==> src/rtl/instr_fetch.sv <==
// Instruction fetch stage: two-entry buffer (current + prefetched next word)
// in front of a variable-latency valid/ack instruction memory.
module instr_fetch #(
    parameter int unsigned TIMEOUT   = 64,
    parameter logic [31:0] NOP_INSTR = 32'h0000_0013
) (
    input  logic        clk,
    input  logic        nreset,
    input  logic [31:0] pc_in,
    output logic [31:0] instr_bus,
    output logic        instr_valid,
    output logic        stall,
    output logic        imem_req,
    output logic [31:0] imem_addr,
    input  logic        imem_ack,
    input  logic [31:0] imem_rdata,
    input  logic        imem_err,
    output logic        fetch_fault,
    output logic [31:0] fault_addr
);

    localparam int TW = $clog2(TIMEOUT);

    typedef enum logic {
        S_IDLE,
        S_BUSY
    } state_e;

    state_e state_q, state_d;

    logic          cur_v_q, cur_v_d;
    logic [31:0]   cur_tag_q, cur_tag_d;
    logic [31:0]   cur_data_q, cur_data_d;
    logic          nxt_v_q, nxt_v_d;
    logic [31:0]   nxt_tag_q, nxt_tag_d;
    logic [31:0]   nxt_data_q, nxt_data_d;

    logic          req_q, req_d;
    logic [31:0]   addr_q, addr_d;
    logic [TW-1:0] tcnt_q, tcnt_d;
    logic          fault_q, fault_d;
    logic [31:0]   faddr_q, faddr_d;

    logic [31:0]   pc_p4;
    logic          misaligned;
    logic          hit_cur;
    logic          hit_nxt;
    logic          held_p4;
    logic          demand;
    logic          prefetch;
    logic          have_tgt;
    logic [31:0]   target;
    logic          timed_out;
    logic          done;
    logic          bad;
    logic [31:0]   fill_data;
    logic          mis_miss;

    assign pc_p4      = pc_in + 32'd4;
    assign misaligned = (pc_in[1:0] != 2'b00);
    assign hit_cur    = cur_v_q && (cur_tag_q == pc_in);
    assign hit_nxt    = nxt_v_q && (nxt_tag_q == pc_in);
    assign held_p4    = (cur_v_q && (cur_tag_q == pc_p4))
                     || (nxt_v_q && (nxt_tag_q == pc_p4));

    // Misaligned PCs never reach memory; they are answered locally.
    assign demand     = !misaligned && !hit_cur && !hit_nxt;
    assign prefetch   = !misaligned && !held_p4;
    assign have_tgt   = demand || prefetch;
    assign target     = demand ? pc_in : pc_p4;
    assign mis_miss   = misaligned && !hit_cur && !hit_nxt;

    assign timed_out  = (state_q == S_BUSY) && !imem_ack
                     && (tcnt_q == TW'(TIMEOUT - 1));
    assign done       = (state_q == S_BUSY) && (imem_ack || timed_out);
    assign bad        = timed_out || (imem_ack && imem_err);
    assign fill_data  = bad ? NOP_INSTR : imem_rdata;

    assign instr_valid = hit_cur || hit_nxt;
    assign instr_bus   = hit_cur ? cur_data_q
                       : hit_nxt ? nxt_data_q
                       : NOP_INSTR;
    assign stall       = !instr_valid;

    assign imem_req    = req_q;
    assign imem_addr   = addr_q;
    assign fetch_fault = fault_q;
    assign fault_addr  = faddr_q;

    // FSM state register
    always_ff @(posedge clk or negedge nreset) begin
        if (!nreset) begin
            state_q <= S_IDLE;
        end else begin
            state_q <= state_d;
        end
    end

    // FSM next state: launch when a target exists, return on completion
    always_comb begin
        state_d = state_q;
        case (state_q)
            S_IDLE:  if (have_tgt) state_d = S_BUSY;
            S_BUSY:  if (done) state_d = S_IDLE;
            default: state_d = S_IDLE;
        endcase
    end

    // FSM outputs: request launch/hold/drop and the wait counter
    always_comb begin
        req_d  = req_q;
        addr_d = addr_q;
        tcnt_d = tcnt_q;
        case (state_q)
            S_IDLE: begin
                if (have_tgt) begin
                    req_d  = 1'b1;
                    addr_d = target;
                    tcnt_d = '0;
                end
            end
            S_BUSY: begin
                if (done) begin
                    req_d  = 1'b0;
                    tcnt_d = '0;
                end else begin
                    tcnt_d = tcnt_q + 1'b1;
                end
            end
            default: begin
                req_d  = 1'b0;
                tcnt_d = '0;
            end
        endcase
    end

    // Buffer update: flush, promote, then fill (fill wins over promotion)
    always_comb begin
        cur_v_d    = cur_v_q;
        cur_tag_d  = cur_tag_q;
        cur_data_d = cur_data_q;
        nxt_v_d    = nxt_v_q;
        nxt_tag_d  = nxt_tag_q;
        nxt_data_d = nxt_data_q;
        if (cur_tag_q != pc_in && cur_tag_q != pc_p4) cur_v_d = 1'b0;
        if (nxt_tag_q != pc_in && nxt_tag_q != pc_p4) nxt_v_d = 1'b0;
        if (hit_nxt && !hit_cur) begin
            cur_v_d    = 1'b1;
            cur_tag_d  = nxt_tag_q;
            cur_data_d = nxt_data_q;
            nxt_v_d    = 1'b0;
        end
        if (done) begin
            if (addr_q == pc_in) begin
                cur_v_d    = 1'b1;
                cur_tag_d  = addr_q;
                cur_data_d = fill_data;
            end else if (addr_q == pc_p4) begin
                nxt_v_d    = 1'b1;
                nxt_tag_d  = addr_q;
                nxt_data_d = fill_data;
            end
        end
        if (mis_miss) begin
            cur_v_d    = 1'b1;
            cur_tag_d  = pc_in;
            cur_data_d = NOP_INSTR;
        end
    end

    // Sticky fault flag; stale faulted fills are still recorded
    always_comb begin
        fault_d = fault_q;
        faddr_d = faddr_q;
        if (done && bad) begin
            fault_d = 1'b1;
            faddr_d = addr_q;
        end
        if (mis_miss) begin
            fault_d = 1'b1;
            faddr_d = pc_in;
        end
    end

    // Datapath registers
    always_ff @(posedge clk or negedge nreset) begin
        if (!nreset) begin
            cur_v_q    <= 1'b0;
            cur_tag_q  <= '0;
            cur_data_q <= '0;
            nxt_v_q    <= 1'b0;
            nxt_tag_q  <= '0;
            nxt_data_q <= '0;
            req_q      <= 1'b0;
            addr_q     <= '0;
            tcnt_q     <= '0;
            fault_q    <= 1'b0;
            faddr_q    <= '0;
        end else begin
            cur_v_q    <= cur_v_d;
            cur_tag_q  <= cur_tag_d;
            cur_data_q <= cur_data_d;
            nxt_v_q    <= nxt_v_d;
            nxt_tag_q  <= nxt_tag_d;
            nxt_data_q <= nxt_data_d;
            req_q      <= req_d;
            addr_q     <= addr_d;
            tcnt_q     <= tcnt_d;
            fault_q    <= fault_d;
            faddr_q    <= faddr_d;
        end
    end

endmodule

==> config.mk <==
export PLATFORM = sky130hd
export DESIGN_NAME = instr_fetch
export DESIGN_NICKNAME = d
export VERILOG_FILES = /design/src/rtl/instr_fetch.sv
export SDC_FILE = /design/constraint.sdc
export NUM_CORES = 1
export LEC_CHECK = 0
export BUFFER_PORTS_ARGS = -buffer_cell sky130_fd_sc_hd__buf_2
export CORE_MARGIN = 1.5
export CORE_UTILIZATION = 50
export CTS_CLUSTER_SIZE = 24
export DETAILED_ROUTE_END_ITERATION = 16
export PLACE_DENSITY_LB_ADDON = 0.15
export SETUP_SLACK_MARGIN = 0.05
export SLEW_MARGIN = 20
export SYNTH_ARGS = -nofsm -noshare
export SYNTH_HDL_FRONTEND = slang
export SYNTH_SLANG_ARGS = --single-unit
==> constraint.sdc <==
create_clock -name clk -period 4.4 [get_ports clk]
set_input_delay 0.44 -clock clk [delete_from_list [all_inputs] [get_ports clk]]
set_output_delay 0.44 -clock clk [all_outputs]
set_load 0.02 [all_outputs]
==> results.md <==
- Power, Total: 5.352 mW
- Number of synthesized flops with an enable pin: 0
- Critical path required time: 3.96 ns
- Starting density of the core: 0.5112
- Hold WS: -0.008769 ns
- Cts hold-fix bufs: 0
- DP Cell Count: 1969
- Final hold violation count: 8
- Syn nets: roughly 1500
- Count of port buffers added during placement: 167
- Worst Tran Pin Value: 1.003 ns
- Number of global-route vias before repair: 11480
- Vias per cell: between 5 and 6
- Worst Setup SP: nxt_tag_q[14]
- Fraction of layout cells with a size suffix above 1: 0.2459
- Reg-to-Reg End: imem_addr[15]
- Initial antenna violation count: 0
- Die H: 169.5 um
- Fillers: about 2400
- Syn. warnings: 0
- CP max-delay cell: or3_1
- Post-CTS setup buffer count: 0
- Worst Hold Class: input port to asynchronous set/reset pin
- Seq/Total Area, Yosys: 0.3667
- Clk_skew: 0.01352 ns
- Setup TNS: 0 ns
- Antenna cell count: 0
- Avg Cell Area, Syn: between 9 and 10 um2
- Die footprint: around 29000 um2
- Ys async rst share: 1.000
- WL per Instance: roughly 24 um
- First-pass GRT wire length: 72.75 mm
- Endpoints failing setup: 0
- Delay-heaviest family, CP: simple AND/OR/NAND/NOR gates
- Pin count of the biggest net entering global routing: about 100
- DP HPWL: roughly 37 mm
- Unrepaired setup endpoints after global routing: false
- Worst path buffer plus inverter count: 3
- Maximum vdd drop: roughly 0.00032 V
- Via Count: 11800
- Clock latency on the worst-skew pair: 0.52 ns
- Resized cells post-CTS: 0
- Area grow syn2layout: 16.79%
- Failing checks: negative hold slack
- GRT overflow: 0
- Status: finished, violations left
- Worst setup EP type: primary output
- Die width: 169.5 um
- Critical-path cell list: xor2_1 -> buf_4 -> nor4_1 -> nand4_1 -> or3_1 -> nor2_4 -> buf_12 -> a22o_1 -> buf_2
- Final nets: 1693
- Core Util, Final: 0.5970
- Clock slew at reported path FFs: about 0.060 ns
- Finished Layout Cells: between 2000 and 2500
- Pins Over Slew Limit: 0
- Residual DRC count: 0
- Fin crit period: 3.993 ns
- WP data arrival: ~3.6 ns
- Pleak: 7.382 nW
- CTS Root Cell: clkbuf_16
- Yosys cell types: 73
- Io pins: 168
- FF-to-FF Start: nxt_tag_q[13]
- Placer congestion estimate: 1.045
- Htree depth: 1
- Max_cap viols: 0
- CP endpoint: instr_bus[16]
- Synth area leader: dfrtp_1
- FF+latch count, synth: about 200
- Post-synth top flop: dfrtp_1
- Slew HR: 0.3290
- Worst R2R Path Depth: 9
- TritonCTS clock tree: yes
- Total Routed Length: 48.00 mm
- Mapped Cells: 1456
- Starting DRT DRC Count: 968
- Cell Pwr Density: 330.8 nW/um2
- Synth area leaders: dfrtp_1 (37%), mux2i_1 (7.2%), xnor2_1 (6.1%), xor2_1 (5.6%), mux2_2 (5.0%)
- WP depth: 9
- Final Cycle Share: 0.9074
- Critical Path Source Type: flip-flop
- Internal reg-to-reg setup slack: 0.69 ns
- Worst-path fanout max: 30
- Num CTS Buffers: 24
- Max stage delay on crit path: ~0.53 ns
- Most common cell in the netlist: dfrtp_1
- Final ANT Viol Nets: 0
- GRT Util Overall: 0.3378
- Iteration count of the initial detailed-routing pass: 5
- Top cell type's share of synthesized area: 0.3667
- Fmax: between 0.2 and 0.3 GHz
- WS Path Type: flip-flop to primary output
- Synth Cell Area: 13850 um2
- Clock sinks: ~200
- Core Rows: 60
- Synth cell count leaders: dfrtp_1 (203), nor2_1 (133), mux2i_1 (100), xnor2_1 (96), nand2_1 (95)
- Core Box Area: ~27000 um2
- Clock buffer depth: 3
==> power breakdown <==
part           switching [mW]  internal (mW)
Sequential              0.206           2.00
Clock                   0.767           1.18
Combinational           0.731          0.471
==> registers in the layout (all words and copies together), names as in the netlist <==
register,flops
state_q,1
imem_addr,32
tcnt_q,6
imem_req,1
cur_v_q,1
nxt_tag_q,32
fault_addr,32
nxt_data_q,32
cur_tag_q,32
fetch_fault,1
cur_data_q,32
nxt_v_q,1
==> worst min path at each step <==
stage / startpoint / endpoint / slack, ns / cells after the start
floorplan: nreset / cur_data_q[0] / 0.14 / 0
global placement: fetch_fault / fetch_fault / 0.45 / 1
detailed placement: imem_req / imem_req / 0.46 / 2
CTS: nreset / fault_addr[23] / 0.04 / 1
global route: nreset / imem_addr[22] / 0.06 / 1
finish: nreset / fault_addr[23] / -0.009 / 1
==> worst register-to-register path, cell delays in order (launching register included) <==
cell and delay, ns:
dfrtp_1 0.41, xor2_1 0.81, o311ai_0 0.28, nor3_1 0.29
o2111ai_1 0.14, or4_1 0.55, o32a_2 0.45, nand3b_4 0.12
buf_12 0.20, mux2_4 0.34
==> metrics by stage <==
step / setup WS [ns] / cell area, um2
after floorplan: 0.7639 / 13850
after global placement: 0.1628 / 15390
after detailed placement: 0.2469 / 15410
after CTS: 0.5006 / 16180
after global routing: 0.3611 / 16180
final: 0.4074 / 16180
==> cells in the final DEF, fill, tap and decap left out, types with 39 or more instances in the layout <==
| cell | count |
|---|---|
| xor2_1 | 88 |
| buf_2 | 166 |
| o21ai_0 | 84 |
| dfrtp_1 | 203 |
| nor2_1 | 131 |
| and2_1 | 39 |
| mux2_2 | 61 |
| buf_4 | 74 |
| nand2_1 | 95 |
| mux2i_1 | 100 |
| xnor2_1 | 96 |
| a21oi_1 | 86 |
==> cells by family (layout without fill, tap and decap cells) <==
logic type / count (synthesis) / in the layout / synth area share
xor+xnor: 196 / 196 / 0.1358
simple gates: 479 / 479 / 0.1828
mux: 189 / 189 / 0.1511
flops: 203 / 203 / 0.3667
fa+ha+maj: 2 / 2 / 0.001806
compound gates: 258 / 258 / 0.1141
buf+inv: 129 / 308 / 0.04777
==> routing by layer <==
layer | wire length [um] | global-route usage | part of all wire | vias to the layer above
met1 | 21800 | 0.4839 | 0.45 | 5841
met3 | 3089 | 0.05504 | 0.064 | 82
li1 | - | - | - | 5482
met4 | 1588 | 0.1031 | 0.033 | 0
met5 | 0 | 0 | 0 | -
met2 | 21510 | 0.5237 | 0.45 | 394
==> layout make-up <==
class	count	area (um2)	share of cell area
well taps	372	465.4	0.02877
clock inverters	3	42.54	0.002629
repair buffers	254	1660	0.1026
flip-flops and latches	203	5080	0.3140
clock buffers	35	723.2	0.04470
inverters	16	60.06	0.003712
multi-input cells	1124	8149	0.5036
Power figures use the tool's default switching activity.
